`config.mk`:
```
export PLATFORM = sky130hd
export DESIGN_NAME = pll_lock_sequencer
export DESIGN_NICKNAME = d
export VERILOG_FILES = /design/src/rtl/pll_seq_pkg.sv /design/src/rtl/clk_en_divider.sv /design/src/rtl/pll_lock_sequencer.sv
export SDC_FILE = /design/constraint.sdc
export NUM_CORES = 1
export LEC_CHECK = 0
export ABC_AREA = 1
export CAP_MARGIN = 20
export CORE_MARGIN = 2
export CORE_UTILIZATION = 55
export CTS_BUF_LIST = sky130_fd_sc_hd__clkbuf_4 sky130_fd_sc_hd__clkbuf_8
export CTS_CLUSTER_DIAMETER = 80
export CTS_CLUSTER_SIZE = 16
export DETAILED_ROUTE_END_ITERATION = 8
export PLACE_DENSITY_LB_ADDON = 0.1
export SETUP_SLACK_MARGIN = 0.3
export SLEW_MARGIN = 20
export SYNTH_ARGS = -nofsm -noshare
export SYNTH_HDL_FRONTEND = slang
export SYNTH_SLANG_ARGS = --single-unit
```
`constraint.sdc`:
```
create_clock -name clock_in -period 1.7 [get_ports clock_in]
set_input_delay 0.255 -clock clock_in [delete_from_list [all_inputs] [get_ports clock_in]]
set_output_delay 0.255 -clock clock_in [all_outputs]
set_load 0.05 [all_outputs]
```
`src/rtl/pll_seq_pkg.sv`:
```
// Shared types and constants for the PLL lock sequencer.
// State encoding, loss-counter width and PLL reset pulse length.
package pll_seq_pkg;

    typedef enum logic [1:0] {
        S_WAIT   = 2'd0,
        S_STABLE = 2'd1,
        S_RUN    = 2'd2,
        S_LOST   = 2'd3
    } seq_state_e;

    localparam int unsigned LOST_CNT_W    = 8;
    localparam int unsigned PLL_RST_PULSE = 16;

    function automatic logic [LOST_CNT_W-1:0] sat_inc(input logic [LOST_CNT_W-1:0] v);
        return (&v) ? v : v + 1'b1;
    endfunction

endpackage

```
`src/rtl/clk_en_divider.sv`:
```
// One clock-enable channel: free-running divider gated by run, with a pending
// divide value that only takes effect at a period boundary.
module clk_en_divider #(
    parameter int unsigned DIV_WIDTH = 8
) (
    input  logic                 clock_in,
    input  logic                 reset_n,
    input  logic                 run,
    input  logic                 load_pend,
    input  logic [DIV_WIDTH-1:0] div_in,
    input  logic [DIV_WIDTH-1:0] default_div,
    output logic                 clk_en
);

    logic [DIV_WIDTH-1:0] cnt_q, cnt_d;
    logic [DIV_WIDTH-1:0] div_act_q, div_act_d;
    logic [DIV_WIDTH-1:0] div_pend_q, div_pend_d;
    logic                 wrap;

    assign wrap = (cnt_q == div_act_q);

    always_comb begin
        cnt_d      = '0;
        div_pend_d = div_pend_q;
        div_act_d  = div_act_q;
        if (run && !wrap) begin
            cnt_d = cnt_q + 1'b1;
        end
        if (load_pend) begin
            div_pend_d = div_in;
        end
        // Active value only changes on a period boundary so no period is cut short.
        if (!run || wrap) begin
            div_act_d = div_pend_q;
        end
    end

    always_ff @(posedge clock_in or negedge reset_n) begin
        if (!reset_n) begin
            cnt_q      <= '0;
            div_act_q  <= default_div;
            div_pend_q <= default_div;
        end else begin
            cnt_q      <= cnt_d;
            div_act_q  <= div_act_d;
            div_pend_q <= div_pend_d;
        end
    end

    assign clk_en = run && (cnt_q == '0);

endmodule

```
`src/rtl/pll_lock_sequencer.sv`:
```
// PLL domain bring-up: lock synchroniser, stability qualifier, loss counter and
// clock-enable dividers. Optional lock watchdog under PLL_LOCK_WATCHDOG_EN.
module pll_lock_sequencer
    import pll_seq_pkg::*;
#(
    parameter int unsigned NUM_CHANNELS       = 2,
    parameter int unsigned DIV_WIDTH          = 8,
    parameter int unsigned LOCK_STABLE_CYCLES = 1024,
    parameter int unsigned DEFAULT_DIV        = 0,
    parameter int unsigned WDOG_CYCLES        = 65536
) (
    input  logic                              clock_in,
    input  logic                              reset_n,
    input  logic                              pll_locked,
    input  logic [NUM_CHANNELS*DIV_WIDTH-1:0] div_value,
    input  logic                              div_load,
    output logic                              sys_reset_n,
    output logic                              ready,
    output logic [NUM_CHANNELS-1:0]           clk_en,
    output logic [LOST_CNT_W-1:0]             lock_lost_count,
    output logic                              pll_resetb,
    output logic                              lock_timeout
);

    localparam int unsigned STABLE_W = $clog2(LOCK_STABLE_CYCLES + 1);
    localparam logic [STABLE_W-1:0] STABLE_LAST = STABLE_W'(LOCK_STABLE_CYCLES - 1);
    localparam logic [DIV_WIDTH-1:0] DEF_DIV = DIV_WIDTH'(DEFAULT_DIV);

    seq_state_e            state_q, state_d;
    logic [1:0]            sync_q;
    logic                  locked_s;
    logic [STABLE_W-1:0]   stable_cnt_q, stable_cnt_d;
    logic [LOST_CNT_W-1:0] lost_cnt_q, lost_cnt_d;
    logic                  run;
    logic                  wdog_fire;

    always_ff @(posedge clock_in or negedge reset_n) begin
        if (!reset_n) begin
            sync_q <= '0;
        end else begin
            sync_q <= {sync_q[0], pll_locked};
        end
    end

    assign locked_s = sync_q[1];

    always_ff @(posedge clock_in or negedge reset_n) begin
        if (!reset_n) begin
            state_q      <= S_WAIT;
            stable_cnt_q <= '0;
            lost_cnt_q   <= '0;
        end else begin
            state_q      <= state_d;
            stable_cnt_q <= stable_cnt_d;
            lost_cnt_q   <= lost_cnt_d;
        end
    end

    always_comb begin
        state_d      = state_q;
        stable_cnt_d = '0;
        lost_cnt_d   = lost_cnt_q;
        unique case (state_q)
            S_WAIT: begin
                if (locked_s) begin
                    state_d = S_STABLE;
                end
            end
            S_STABLE: begin
                if (!locked_s) begin
                    state_d = S_WAIT;
                end else if (stable_cnt_q == STABLE_LAST) begin
                    state_d = S_RUN;
                end else begin
                    stable_cnt_d = stable_cnt_q + 1'b1;
                end
            end
            S_RUN: begin
                if (!locked_s) begin
                    state_d    = S_LOST;
                    lost_cnt_d = sat_inc(lost_cnt_q);
                end
            end
            S_LOST: begin
                state_d = S_WAIT;
            end
        endcase
        // Watchdog restart overrides any qualification in progress.
        if (wdog_fire) begin
            state_d      = S_WAIT;
            stable_cnt_d = '0;
        end
    end

    always_comb begin
        run         = (state_q == S_RUN);
        sys_reset_n = run;
        ready       = run;
    end

    assign lock_lost_count = lost_cnt_q;

`ifdef PLL_LOCK_WATCHDOG_EN
    localparam int unsigned WDOG_W  = (WDOG_CYCLES > 1) ? $clog2(WDOG_CYCLES) : 1;
    localparam int unsigned PULSE_W = $clog2(PLL_RST_PULSE + 1);
    localparam logic [WDOG_W-1:0]  WDOG_LAST = WDOG_W'(WDOG_CYCLES - 1);
    localparam logic [PULSE_W-1:0] PULSE_LEN = PULSE_W'(PLL_RST_PULSE);

    logic [WDOG_W-1:0]  wdog_q, wdog_d;
    logic [PULSE_W-1:0] pulse_q, pulse_d;
    logic               timeout_q, timeout_d;
    logic               wdog_active;

    always_comb begin
        wdog_active = (state_q == S_WAIT) || (state_q == S_STABLE);
        wdog_fire   = wdog_active && (wdog_q == WDOG_LAST);
        wdog_d      = '0;
        pulse_d     = '0;
        timeout_d   = timeout_q | wdog_fire;
        if (wdog_active && !wdog_fire) begin
            wdog_d = wdog_q + 1'b1;
        end
        if (wdog_fire) begin
            pulse_d = PULSE_LEN;
        end else if (pulse_q != '0) begin
            pulse_d = pulse_q - 1'b1;
        end
    end

    always_ff @(posedge clock_in or negedge reset_n) begin
        if (!reset_n) begin
            wdog_q    <= '0;
            pulse_q   <= '0;
            timeout_q <= 1'b0;
        end else begin
            wdog_q    <= wdog_d;
            pulse_q   <= pulse_d;
            timeout_q <= timeout_d;
        end
    end

    assign pll_resetb   = (pulse_q == '0);
    assign lock_timeout = timeout_q;
`else
    logic unused_wdog;

    assign unused_wdog  = ^WDOG_CYCLES;
    assign wdog_fire    = 1'b0;
    assign pll_resetb   = 1'b1;
    assign lock_timeout = 1'b0;
`endif

    for (genvar i = 0; i < NUM_CHANNELS; i++) begin : g_ch
        clk_en_divider #(
            .DIV_WIDTH(DIV_WIDTH)
        ) u_div (
            .clock_in   (clock_in),
            .reset_n    (reset_n),
            .run        (run),
            .load_pend  (div_load),
            .div_in     (div_value[i*DIV_WIDTH +: DIV_WIDTH]),
            .default_div(DEF_DIV),
            .clk_en     (clk_en[i])
        );
    end

endmodule

```
==> summary.md <==
| Metric | Value |
|---|---|
| Status | `complete, but fails checks` |
| Violated checks | `setup timing` |
| Root buffer cell | `sky130_fd_sc_hd__clkbuf_8` |
| Required time of the worst setup path | `1.44 ns` |
| Congestion Overflow GR | `0` |
| Cell-by-cell listing of the critical path | `inv_2 > nor2_4 > inv_1 > nor3_2 > buf_12` |
| Number of top-level design ports | `34` |
| Number of clock sinks | `71` |
| Crit end category | `output pin` |
| Core box area | `about 0.0059 sq mm` |
| Clk_skew | `approximately 0.007 ns` |
| Starting Density | `0.571` |
| Max-slew violation count | `0` |
| First-pass GRT wire length | `about 11 mm` |
| Vias in the first global route | `2424` |
| Hold/Removal Path Class | `reg -> reg` |
| Setup TNS Final | `-0.0129 ns` |
| Critical path start-end classification | `reg -> out` |
| Net Count, Synth | `between 300 and 400` |
| DRC Markers | `0` |
| Cells taking the most area after synthesis | `sky130_fd_sc_hd__dfrtp_1 53%, sky130_fd_sc_hd__nand2_1 11%, sky130_fd_sc_hd__nand3_1 5.3%` |
| Number of buffers and inverters on the critical path | `3` |
| MaxCap Viol Count | `0` |
| Sum of routed wire length over all layers | `6.69 mm` |
| Die ar. | `0.00678 sq mm` |
| Setup repair after global routing missed its margin | `yes` |
| Post-Place Cell Area | `0.00381 sq mm` |
| Detailed Route Iter0 Violations | `about 120` |
| Area delta synth->final | `25.5%` |
| Final Hold Fails | `0` |
| Most used flip-flop cell after synthesis | `sky130_fd_sc_hd__dfrtp_1` |
| Cell type group with the largest total delay on the critical path | `simple AND/OR/NAND/NOR gates` |
| Static leakage | `1.92 nW` |
| Number of detailed-routing iterations run before antenna repair | `6` |
| Min-Delay Path Depth | `0` |
| Number of buffers on the longest clock path | `2` |
| Final setup fails | `2` |
| Number of filler cells placed in the layout | `431` |
| Maximum level of the CTS H-tree | `3` |
| Cell row count | `28` |
| Critical-path top delay cell | `sky130_fd_sc_hd__dfrtp_1` |
| Most repeated cell in the gate-level netlist after synthesis | `sky130_fd_sc_hd__nand2_1` |
| Count of placed standard cells in the final layout, fillers left out | `499` |
| TritonCTS clock tree | `done` |
| Number of antenna violations at the first check in global routing | `0` |
| Die outline width | `roughly 80 um` |
| Largest fanout on the critical path | `3` |
| Clock-pin slew of the registers on the worst-case setup and hold paths | `approximately 0.060 ns` |
| Number of library cell types mapped by synthesis | `30` |
| Synthesized area per cell | `roughly 9.1 sq um` |
| Clock Latency Late Sink | `0.34 ns` |
| Cell count after synthesis | `between 300 and 400` |
| Proportion of layout cells with a drive suffix above 1 | `0.238` |
| Post-synthesis sequential element count | `71` |
| Source of the worst register-to-register timing path | `g_ch[1].u_div.cnt_q[0]$_DFF_PN0_` |
| Final cell utilization of the core | `0.716` |
| Crit path largest cell delay | `0.36 ns` |
| DR vias | `2596` |
| Input/output buffers | `31` |
| Maximum resistive drop on vdd | `0.000524 V` |
| Detailed Place HPWL | `4.20 mm` |
| Arrival time at the worst endpoint | `1.46 ns` |
| Post-route cell area | `0.00424 sq mm` |
| Remaining antenna violation count after routing | `0` |
| FFs w/ async S/R, synth | `1.00` |
| Count of inserted antenna diode cells | `0` |
| Number of flops mapped to enable cells by yosys | `0` |
| FMAX | `between 500 and 600 MHz` |
| Final nets | `447` |
| Total standard cell area after synthesis | `0.00338 sq mm` |
| Total track usage | `0.215` |
| Hold endpoint | `sync_q[1]$_DFF_PN0_` |
| Placed Instances | `472` |
| Num CTS Buffers | `9` |
| Placer Congestion | `0.775` |
| Minimum clock period | `1.71 ns` |
| Total power per unit cell area | `786 mW/mm^2` |
| Number of warnings reported in the yosys synthesis log | `0` |
| Cell depth of the worst flop-to-flop path | `7` |
| Largest net degree at the start of global routing | `72` |
| Final critical-path share of the clock period | `1.01` |
| R2r endpoint | `g_ch[1].u_div.cnt_q[6]$_DFF_PN0_` |
| Leading area contributor after synthesis | `sky130_fd_sc_hd__dfrtp_1` |
| Via density per instance | `5.20` |
| R2R setup slack | `0.31 ns` |
| Area share of the largest cell type after synthesis | `0.526` |
| Sequential-to-total area share from yosys stat | `0.526` |
| Setup crit start kind | `flop` |
| Commonest cells post-synth | `95 x sky130_fd_sc_hd__nand2_1, 71 x sky130_fd_sc_hd__dfrtp_1, 38 x sky130_fd_sc_hd__nor2_1` |
| Setup slack of the critical path after layout | `-0.0124 ns` |
| Vertical die dimension | `a little over 80 um` |
| Per-cell routed wire length | `13.4 um` |
| Hold Startpoint | `sync_q[0]$_DFF_PN0_` |
| Worst slack at placement | `0.190 ns` |
[kinds of logic (layout without fill, tap and decap cells)]
kind of cell	after synthesis	in the layout	share of synthesized area
AO/OA/AOI/OAI	15	15	0.0241
adder cells (fa/ha/maj)	6	6	0.0222
flip-flops	71	71	0.526
AND/OR/NAND/NOR	190	193	0.247
multiplexers	16	16	0.0533
other	2	2	0.00222
buffers and inverters	50	99	0.0678
XOR/XNOR	22	22	0.0570
[power by group]
group	total (mW)	internal (mW)	switching (mW)
registers	1.83	1.78	0.0550
clock network	1.23	0.648	0.581
logic	0.273	0.135	0.138
[how the worst max path moves through the flow]
stage,to,slack [ns],depth (start not counted)
global placement,clk_en[1],0.25,6
floorplan,lock_lost_count[7]$_DFFE_PN0P_,0.23,8
CTS,clk_en[0],-0.02,5
global route,clk_en[1],-0.09,6
finish,clk_en[0],-0.01,5
detailed placement,clk_en[0],0.19,5
[through the flow]
stage          hold WS (ns)  total power [mW]
6_report              0.356              3.33
5_1_grt               0.352              3.48
4_1_cts               0.357              3.35
3_5_place_dp          0.311              2.13
3_3_place_gp          0.310              2.12
2_1_floorplan       -0.0406              2.01
[routing by layer]
layer	global-route usage	wire [um]
met5	0	0
met3	0.0424	235
met4	0.115	134
met1	0.287	3210
met2	0.331	3100
[cell type report]
cell class	instances	area, sq um	area share
multi-input combinational	254	1520	0.359
tap	75	93.8	0.0221
sequential	71	1780	0.420
clock inverter	1	5.00	0.00118
inverter	39	149	0.0351
timing repair buffer	46	514	0.121
clock buffer	13	173	0.0407
[state kept, by name, summed over array words and instances, names as in the netlist, named ones only]
register,cells
g_ch.u_div.cnt_q,16
g_ch.u_div.div_act_q,16
g_ch.u_div.div_pend_q,16
lock_lost_count,8
stable_cnt_q,11
state_q,1
sync_q,2
[what timing repair did]
item                       4_1_cts  5_1_grt
gates resized for setup         16       18
hold buffers                     1        0
setup buffers                    5        3
pin swaps                        3        5
setup endpoints to repair       10       41
hold endpoints to repair        71        0
gates cloned                     2        2
[layout by cell type, fill, tap and decap left out, types with 2 or more instances in the layout]
cell type                          n
sky130_fd_sc_hd__nand2_1          95
sky130_fd_sc_hd__ha_4              2
sky130_fd_sc_hd__dfrtp_2           5
sky130_fd_sc_hd__nand3_2           6
sky130_fd_sc_hd__inv_1            31
sky130_fd_sc_hd__dfrtp_1          66
sky130_fd_sc_hd__buf_12            7
sky130_fd_sc_hd__inv_2             7
sky130_fd_sc_hd__o21ai_1           4
sky130_fd_sc_hd__nor2_1           33
sky130_fd_sc_hd__mux2_2           16
sky130_fd_sc_hd__o21ai_0           6
sky130_fd_sc_hd__xor2_1            4
sky130_fd_sc_hd__nand2_8           2
sky130_fd_sc_hd__nand2_2           2
sky130_fd_sc_hd__nor3b_1           3
sky130_fd_sc_hd__buf_4            16
sky130_fd_sc_hd__a21oi_1           2
sky130_fd_sc_hd__nand2_4           5
sky130_fd_sc_hd__ha_2              2
sky130_fd_sc_hd__xnor2_1          18
sky130_fd_sc_hd__ha_1              2
sky130_fd_sc_hd__nand3_1          30
sky130_fd_sc_hd__clkdlybuf4s50_1  18
sky130_fd_sc_hd__conb_1            2
sky130_fd_sc_hd__nor3_1            3
sky130_fd_sc_hd__nor2_2            6
sky130_fd_sc_hd__clkbuf_8         12
sky130_fd_sc_hd__nor2_4            4
(Power assumes the default switching activity.)
